**src/rtl/jtag_shift_engine.sv**
```systemverilog
// ---------------------------------------------------------------------------
// jtag_shift_engine
//
// Command-level JTAG master. Each accepted command is played out on the
// JTAG pins as one whole sequence (TAP reset, IR scan or DR scan), starting
// and ending in Run-Test/Idle. The TDO bits seen during the shift phase come
// back as a single response beat.
//
// Ports:
//   clock, reset          system clock, synchronous active-high reset
//   cmd_valid/cmd_ready   command handshake (ready only while idle)
//   cmd_type              0 TAP reset, 1 IR scan, 2 DR scan, 3 reserved
//   cmd_len               scan length in bits (ignored for TAP reset)
//   cmd_data              TDI bits, LSB shifted first
//   rsp_valid/rsp_ready   response handshake
//   rsp_data              captured TDO bits, right-aligned, bit0 first
//   rsp_err               command was rejected, no pin activity
//   jtag_tck_o/tms_o/tdi_o, jtag_trst_no, jtag_tdo_i   JTAG pins
// ---------------------------------------------------------------------------
module jtag_shift_engine #(
   parameter int DATA_W  = 32,
   parameter int CLK_DIV = 4,
   parameter int LEN_W   = $clog2(DATA_W + 1)
) (
   input  logic              clock,
   input  logic              reset,
   input  logic              cmd_valid,
   output logic              cmd_ready,
   input  logic [1:0]        cmd_type,
   input  logic [LEN_W-1:0]  cmd_len,
   input  logic [DATA_W-1:0] cmd_data,
   output logic              rsp_valid,
   input  logic              rsp_ready,
   output logic [DATA_W-1:0] rsp_data,
   output logic              rsp_err,
   output logic              jtag_tck_o,
   output logic              jtag_tms_o,
   output logic              jtag_tdi_o,
   output logic              jtag_trst_no,
   input  logic              jtag_tdo_i
);

   // Step index needs to hold DATA_W+5 plus an all-ones "before step 0" value.
   localparam int SW = $clog2(DATA_W + 8);
   localparam int DW = $clog2(2 * CLK_DIV);

   localparam logic [1:0] S_IDLE = 2'd0;
   localparam logic [1:0] S_RUN  = 2'd1;
   localparam logic [1:0] S_RESP = 2'd2;

   localparam logic [1:0] T_RST = 2'd0;
   localparam logic [1:0] T_IR  = 2'd1;

   logic [1:0]        r_state;
   logic              r_ready;
   logic [1:0]        r_type;
   logic [LEN_W-1:0]  r_len;
   logic [DATA_W-1:0] r_data;
   logic [DATA_W-1:0] r_cap;
   logic [DATA_W-1:0] r_rspData;
   logic              r_rspErr;
   logic              r_errPend;
   logic [SW-1:0]     r_step;
   logic [DW-1:0]     r_div;
   logic              r_tck;
   logic              r_tms;
   logic              r_tdi;
   logic              r_trstN;

   logic              w_accept;
   logic              w_cmdErr;
   logic              w_isScan;
   logic [SW-1:0]     w_pre;
   logic [SW-1:0]     w_shiftEnd;
   logic [SW-1:0]     w_lastStep;
   logic [SW-1:0]     w_nextStep;
   logic              w_curShift;
   logic              w_nextShift;
   logic              w_nextTms;
   logic              w_rise;
   logic              w_fall;
   logic [LEN_W-1:0]  w_align;

   assign w_accept = cmd_valid & r_ready;
   assign w_cmdErr = (cmd_type == 2'd3) ||
                     ((cmd_type != T_RST) &&
                      ((cmd_len == '0) || (cmd_len > LEN_W'(DATA_W))));

   // Step layout of a scan: w_pre lead-in steps walk the TAP into Shift-xR,
   // steps [w_pre, w_shiftEnd) are the shift steps, then two exit steps
   // (Update-xR, Run-Test/Idle). A TAP reset is always steps 0..5.
   assign w_isScan    = (r_type != T_RST);
   assign w_pre       = (r_type == T_IR) ? SW'(4) : SW'(3);
   assign w_shiftEnd  = w_pre + SW'(r_len);
   assign w_lastStep  = w_isScan ? (w_shiftEnd + SW'(1)) : SW'(5);
   assign w_nextStep  = r_step + SW'(1);
   assign w_curShift  = w_isScan && (r_step >= w_pre) && (r_step < w_shiftEnd);
   assign w_nextShift = w_isScan && (w_nextStep >= w_pre) && (w_nextStep < w_shiftEnd);
   assign w_rise      = (r_div == DW'(CLK_DIV - 1));
   assign w_fall      = (r_div == DW'(2 * CLK_DIV - 1));

   // The captured bits enter at the MSB, so the first bit ends up at
   // DATA_W-L and needs this much right shift to land on bit 0.
   assign w_align = LEN_W'(DATA_W) - r_len;

   // TMS value for the step about to begin.
   always_comb begin
      w_nextTms = 1'b0;
      if (!w_isScan) begin
         w_nextTms = (w_nextStep < SW'(5));
      end else if (w_nextStep < w_pre) begin
         w_nextTms = (r_type == T_IR) ? (w_nextStep < SW'(2)) : (w_nextStep < SW'(1));
      end else if (w_nextShift) begin
         w_nextTms = (w_nextStep == (w_shiftEnd - SW'(1)));
      end else begin
         w_nextTms = (w_nextStep == w_shiftEnd);
      end
   end

   // Main controller. On accept the step counter is parked at all-ones with
   // the divider at its last count, so the very next edge behaves like a
   // TCK-fall and loads step 0. That setup cycle gives every command,
   // including a rejected one, a uniform first-edge latency; a rejected
   // command uses it to jump straight to the response without touching pins.
   always_ff @(posedge clock) begin
      if (reset) begin
         r_state   <= S_IDLE;
         r_ready   <= 1'b0;
         r_type    <= T_RST;
         r_len     <= '0;
         r_data    <= '0;
         r_cap     <= '0;
         r_rspData <= '0;
         r_rspErr  <= 1'b0;
         r_errPend <= 1'b0;
         r_step    <= '0;
         r_div     <= '0;
         r_tck     <= 1'b0;
         r_tms     <= 1'b1;
         r_tdi     <= 1'b0;
         r_trstN   <= 1'b0;
      end else begin
         r_trstN <= 1'b1;
         case (r_state)
            S_IDLE: begin
               r_ready <= 1'b1;
               if (w_accept) begin
                  r_ready   <= 1'b0;
                  r_type    <= cmd_type;
                  r_len     <= cmd_len;
                  r_data    <= cmd_data;
                  r_cap     <= '0;
                  r_errPend <= w_cmdErr;
                  r_step    <= '1;
                  r_div     <= DW'(2 * CLK_DIV - 1);
                  r_state   <= S_RUN;
               end
            end
            S_RUN: begin
               r_div <= r_div + DW'(1);
               if (w_rise) begin
                  r_tck <= 1'b1;
                  if (w_curShift) begin
                     r_cap <= {jtag_tdo_i, r_cap[DATA_W-1:1]};
                  end
               end
               if (w_fall) begin
                  r_tck <= 1'b0;
                  r_div <= '0;
                  if (r_errPend) begin
                     r_state   <= S_RESP;
                     r_rspErr  <= 1'b1;
                     r_rspData <= '0;
                  end else if (r_step == w_lastStep) begin
                     r_state   <= S_RESP;
                     r_tdi     <= 1'b0;
                     r_rspErr  <= 1'b0;
                     r_rspData <= r_cap >> w_align;
                  end else begin
                     r_step <= w_nextStep;
                     r_tms  <= w_nextTms;
                     if (w_nextShift) begin
                        r_tdi  <= r_data[0];
                        r_data <= r_data >> 1;
                     end else begin
                        r_tdi <= 1'b0;
                     end
                  end
               end
            end
            S_RESP: begin
               if (rsp_ready) begin
                  r_state <= S_IDLE;
                  r_ready <= 1'b1;
               end
            end
            default: begin
               r_state <= S_IDLE;
               r_ready <= 1'b0;
            end
         endcase
      end
   end

   assign cmd_ready    = r_ready;
   assign rsp_valid    = (r_state == S_RESP);
   assign rsp_data     = r_rspData;
   assign rsp_err      = r_rspErr;
   assign jtag_tck_o   = r_tck;
   assign jtag_tms_o   = r_tms;
   assign jtag_tdi_o   = r_tdi;
   assign jtag_trst_no = r_trstN;

endmodule

```
**config.mk**
```make
export PLATFORM = sky130hd
export DESIGN_NAME = jtag_shift_engine
export DESIGN_NICKNAME = d
export VERILOG_FILES = /design/src/rtl/jtag_shift_engine.sv
export SDC_FILE = /design/constraint.sdc
export NUM_CORES = 1
export LEC_CHECK = 0
export ABC_AREA = 1
export ABC_CLOCK_PERIOD_IN_PS = 4330
export BUFFER_PORTS_ARGS = -buffer_cell sky130_fd_sc_hd__buf_2
export CORE_ASPECT_RATIO = 0.9
export CORE_MARGIN = 2
export CORE_UTILIZATION = 60
export DETAILED_ROUTE_END_ITERATION = 12
export GPL_TIMING_DRIVEN = 0
export PLACE_DENSITY = 0.9
export SYNTH_ARGS = -nofsm -noshare
export SYNTH_HDL_FRONTEND = slang
export SYNTH_SLANG_ARGS = --single-unit
```
**constraint.sdc**
```tcl
create_clock -name clock -period 4.33 [get_ports clock]
set_input_delay 0.2165 -clock clock [delete_from_list [all_inputs] [get_ports clock]]
set_output_delay 0.2165 -clock clock [all_outputs]
set_load 0.02 [all_outputs]
```
Yosys cells after proc, flatten, opt, wreduce, memory -nomap -nowiden
Index checks and enable logic that the tools add are counted.
{ "totals": {"elab_cells": 120, "ff_bits": 122, "in_bits": 45} }
{ "classes": {"add_sub_neg": 6, "eq_ne": 18, "magnitude_cmp": 9, "reduce_logical": 25, "n_mux": 42, "bitwise": 4, "n_shift": 1} }
{ "op_table": {"columns": ["operator", "n"], "rows": [
  ["$mux W32", 10],
  ["$pmux W32 S2", 2],
  ["$shr A32 B6 Y32", 1],
  ["$mux W6", 5],
  ["$eq A6 B6 Y1", 3],
  ["$ne A2 B2 Y1 const B", 7],
  ["$mux W1", 13],
  ["$add A6 B1 Y6 const B", 2],
  ["$ge A6 B3 Y1", 2],
  ["$lt A6 B6 Y1", 2],
  ["$pmux W6 S2", 1],
  ["$reduce_and A4 Y1", 3],
  ["$mux W2", 5],
  ["$reduce_bool A2 Y1", 5],
  ["$mux W3", 3],
  ["$reduce_and A2 Y1", 4],
  ["$add A3 B6 Y6", 1],
  ["$gt A6 B6 Y1 const B", 1],
  ["$logic_not A6 Y1", 1],
  ["$lt A6 B1 Y1 const B", 1],
  ["$lt A6 B2 Y1 const B", 1],
  ["$lt A6 B3 Y1", 1],
  ["$lt A6 B3 Y1 const B", 1],
  ["$pmux W2 S3", 1],
  ["other kinds (19)", 29]
]} }

Depth between registers and ports, before layout
{ "depth": {"ltp_word": 10, "depth_mapped": 23, "depth_no_buf": 23} }

Least setup slack after synthesis
OpenSTA, ideal clock, no wires.
{ "synth_timing": {"path_kind": "flip-flop to flip-flop", "from": "reg r_type[0]", "to": "reg r_data[24]", "period_less_slack_ns": 3.203, "path_buffers": 1, "stages_incl_launch_ff": 23, "setup_slack_ns": 1.127, "arrival_ns": 3.090, "required_ns": 4.217, "path_cell_list": "dfxtp_1 > inv_1 > nor2_1 > inv_1 > ha_1 > inv_1 > fa_1 > inv_1 > ha_1 > nand3_1 > nand2_1 > nand2_1 > nand2_1 > nand2_1 > nor2_1 > nand3_1 > nor2_4 > nand3_2 > nand3_4 > buf_6 > nand2_2 > nand2_1 > nor2_1"} }
{ "synth_via": {"elab_chain_cells": 8} }
{ "synth_lines": {"columns": ["item", "line", "text"], "rows": [
  ["from (decl)", "56", "logic [1:0] r_type;"],
  ["from (signal assigned)", "149", "r_type <= cmd_type;"],
  ["$eq A2 B1 Y1", "93", "assign w_pre = (r_type == T_IR) ? SW'(4) : SW'(3);"],
  ["$mux W3", "93", null],
  ["$add A3 B6 Y6", "94", "assign w_shiftEnd = w_pre + SW'(r_len);"],
  ["$add A6 B1 Y6", "95", "assign w_lastStep = w_isScan ? (w_shiftEnd + SW'(1)) : SW'(5);"],
  ["$mux W6", "95", null],
  ["$eq A6 B6 Y1", "174", "end else if (r_step == w_lastStep) begin"],
  ["$ne A2 B2 Y1 (no source line)", null, null],
  ["$reduce_and A6 Y1 (no source line) (*)", null, null],
  ["to (signal assigned)", "151", "r_data <= cmd_data;"],
  ["to (signal assigned)", "184", "r_data <= r_data >> 1;"],
  ["to (decl)", "58", "logic [DATA_W-1:0] r_data;"]
]} }
Mark *: on every way between the ends. The rest lies on a longest branch, timed or not.
A chain may end at the register's enable or synchronous reset.

Worst setup path in the final report
{ "layout_timing": {"from": "reg r_type[0]", "to": "reg r_cap[23]"} }
{ "layout_via": {"elab_chain_cells": 7} }
{ "layout_lines": {"columns": ["item", "line", "text"], "rows": [
  ["$eq A2 B1 Y1", "93", null],
  ["$mux W3", "93", null],
  ["$add A3 B6 Y6 / $ge A6 B3 Y1 (equally long branches)", "94, 97", null],
  ["$lt A6 B6 Y1 / $logic_and A1 B1 Y1 (equally long branches)", "97", "assign w_curShift = w_isScan && (r_step >= w_pre) && (r_step < w_shiftEnd);"],
  ["$logic_and A1 B1 Y1 (*)", "97", null],
  ["$ne A2 B2 Y1 (no source line) (*)", null, null],
  ["$reduce_and A4 Y1 (no source line) (*)", null, null],
  ["to (signal assigned)", "164", "r_cap <= {jtag_tdo_i, r_cap[DATA_W-1:1]};"],
  ["to (decl)", "59", "logic [DATA_W-1:0] r_cap;"]
]} }
Marked as above.

==> run_results.csv <==
group,metric,value,unit
yosys,yosys.area.top_type,"dfxtp_1",
yosys,synth-seq-area-share,30.6,%
yosys,synthMuxAreaShare,1.76,%
drt,routedWlPerCell,14.2,microns
global_routing,grt_max_degree,17,
yosys,ys_top_cells_by_count,"324 x nand2_1, 164 x nor2_1, 124 x o21ai_0",
placed_design,dpl_worst_slack,0.256,ns
status,outcome,"finished, final reports clean",
yosys,synth_compound_area_share,17.0,%
floorplan,die-width,125,microns
yosys,ys_warn_count,0,
floorplan,core,12800,sq um
drt,viasPerCell,5.56,
yosys,synth_top_cell_area_share,30.6,%
finish,nFillCells,1056,
worst_setup_path,critPathMaxFanout,10,
yosys,ys_ff_latch,122,
job,maxCapViolCount,0,
placed_design,gp_congestion,0.971,
global_routing,antenna_found_initial,0,
drt,postRouteAntennaNets,0,
floorplan,num_io_pins,84,
drt,first_pass_iters,6,
timing,hold_viol_final,0,
drt,drc,0,
floorplan,rows,39,
yosys,synthArstFlopShare,0,%
yosys,synth_cells,1249,
drt,drt_iter0_drc,749,
worst_setup_path,path_buf_inv,5,
floorplan,die_y,113,microns
drt,drt_wl_total,21600,microns
placed_design,port_buffers,83,
worst_setup_path,slowest_stage,"fa_1",
global_routing,first_global_vias,7791,
worst_setup_path,path_class,"flop to flop",
finish,drive_gt1_share,15.2,%
global_routing,overflow,0,
yosys,synth_nets,1323,
timing,worst_slack,0.405,ns
yosys,syn_area,7970,sq um
cts,post_cts_buffers,0,
worst_setup_path,max_stage_delay,0.50,ns
hold_path,hp-class,"primary input to flop",
global_routing,track_usage,30.7,%
yosys,netlist-cell-type-count,44,
cts,clockBufferDepth,2,
yosys,synth_edf_count,0,
floorplan,dieArea,14200,sq um
timing,rsz0062_at_grt,"no",
timing,fin_crit_sh,90.6,%
yosys,synth_simple_gate_area_share,35.5,%
global_routing,grt_pass1_wl,36100,microns
worst_setup_path,crit_family,"adder cells",
floorplan,initial_core_util,62.1,%
finish,finalCoreUtilization,71.5,%
yosys,synth_most_common_cell,"nand2_1",
timing,period_needed,3.92,ns
timing,worst_slew_pin_slew,0.735,ns
timing,hold_slack,0.0394,ns
yosys,synthFlopType,"dfxtp_1",
worst_setup_path,timing.critical_path.cells,"inv_1 > nor2_2 > inv_1 > ha_1 > inv_1 > fa_1 > ha_1 > a21oi_1 > nor2_1 > o21ai_0 > nand3b_1 > o211ai_1 > nand4_1 > nand2_1 > inv_1 > buf_2 > a21oi_1 > nor2_1",
timing,relSlewSlack,51.0,%
finish,diodes,0,
power_and_ir_drop,irDropWorstVdd,324,uV
cts,cts_inserted_buffers,17,
cts,insertion_delay,0.43,ns
cts,cts-root-buf,"clkbuf_16",
yosys,yosys.area_share.xor_xnor,1.11,%
timing,max_freq,255,MHz
cts,clkTransAtPathRegs,0.06,ns
cts,htreeDepth,4,
yosys,synthAdderAreaFrac,4.65,%
yosys,syn_area_per_cell,6.38,sq um
worst_setup_path,startpoint_type,"flop",
yosys,synth_top_family_by_area,"simple AND/OR/NAND/NOR gates",
worst_setup_path,endpoint_kind,"flop",
worst_setup_path,cp_common_cell,"inv_1",
placed_design,dpl.hpwl,15900,microns
power_and_ir_drop,total_leakage_power,4.26,nW
timing,drv_slew,0,
yosys,synth.area.top_cells,"dfxtp_1 31%, nand2_1 15%, o21ai_0 7.8%",
timing,setup_viol,0,
cts,cts_sinks,122,
timing,finalSetupTns,0,ns
power_and_ir_drop,powerDensity,410,nW/um^2
finish,final_nets,1425,
drt,vias,8494,
timing,finClkSkew,0.00790,ns
worst_setup_path,critPathRequiredTime,4.64,ns
finish,area_growth,15.1,%
cts,cts_tree,"done",
worst_setup_path,cp.arrival,4.24,ns
## worst register-to-register path, cell delays in order, from the launching register on
cell and delay, ns:
dfxtp_1 0.36, inv_1 0.06, nor2_2 0.37, inv_1 0.28
ha_1 0.30, inv_1 0.08, fa_1 0.50, ha_1 0.32
a21oi_1 0.17, nor2_1 0.06, o21ai_0 0.14, nand3b_1 0.11
o211ai_1 0.09, nand4_1 0.13, nand2_1 0.24, inv_1 0.19
buf_2 0.22, a21oi_1 0.15, nor2_1 0.06
## flip-flops by register name (all words and copies together) (netlist names), 2 cells and up
register  cells
r_div         3
r_len         6
rsp_data     32
r_type        2
r_cap        32
r_step        6
r_data       32
r_state       2
## kinds of logic (layout without fill, tap and decap cells)
family          count (synthesis)  count (layout)
fa+ha+maj                      29              29
compound gates                254             254
simple gates                  652             652
flops                         122             122
mux                            14              14
xor+xnor                        8               8
buf+inv                       170             285
## routing by layer
metal  share of wire [%]  wire, microns  vias to the layer above  global-route usage (%)
met3                 6.7           1460                       65                    6.34
met1                  43           9260                     3813                    38.6
met2                  48          10300                      330                    51.9
met4                 2.7            588                        0                    12.2
li1                    -              -                     4286                       -
met5                   0              0                        -                       0
## cell type report
cell class | instances | area, sq um | share of cell area [%]
multi-input cells | 957 | 4780 | 52.1
flip-flops and latches | 122 | 2440 | 26.6
clock buffers | 17 | 425 | 4.64
repair buffers | 83 | 415 | 4.53
plain buffers | 74 | 388 | 4.23
inverters | 96 | 360 | 3.93
well taps | 164 | 205 | 2.24
clock inverters | 15 | 154 | 1.68
## stage by stage
stage	power (mW)	std cells	instance area [sq um]
2_1_floorplan	2.09	1249	7970
3_3_place_gp	2.33	1496	8590
3_5_place_dp	2.35	1496	8590
4_1_cts	3.75	1528	9170
5_1_grt	3.97	1528	9170
6_report	3.76	1528	9170
## worst paths after layout
path	cells past startpoint	slack, ns	endpoint	startpoint
worst max-delay path	18	0.41	r_cap[23]$_SDFFE_PP0P_	r_type[0]$_SDFFE_PP0P_
worst min-delay path	3	0.04	r_len[4]$_SDFFE_PP0P_	cmd_len[4]
worst max register to register	18	0.41	r_cap[23]$_SDFFE_PP0P_	r_type[0]$_SDFFE_PP0P_
worst min register to register	2	0.46	rsp_err$_SDFFE_PP0P_	rsp_err$_SDFFE_PP0P_
## layout by cell type, fill, tap and decap left out, types with 28 or more instances in the layout
cell type	count
nor2_1	163
nand2_1	324
clkbuf_1	44
o21ai_0	124
ha_1	28
a21oi_1	88
buf_2	99
inv_1	87
dfxtp_1	122
nand2_2	28
nand3_1	86
## what timing repair did
action | 4_1_cts | 5_1_grt
hold buffers | 0 | 0
endpoints found under the setup margin | 0 | 93
gates resized for setup | 0 | 1
## report_power, final
part           internal, mW  switching, mW  leakage, nW
combinational         0.380          0.741         2.99
sequential             1.19         0.0544        0.995
clock                 0.810          0.586        0.277
(Power assumes the default switching activity.)
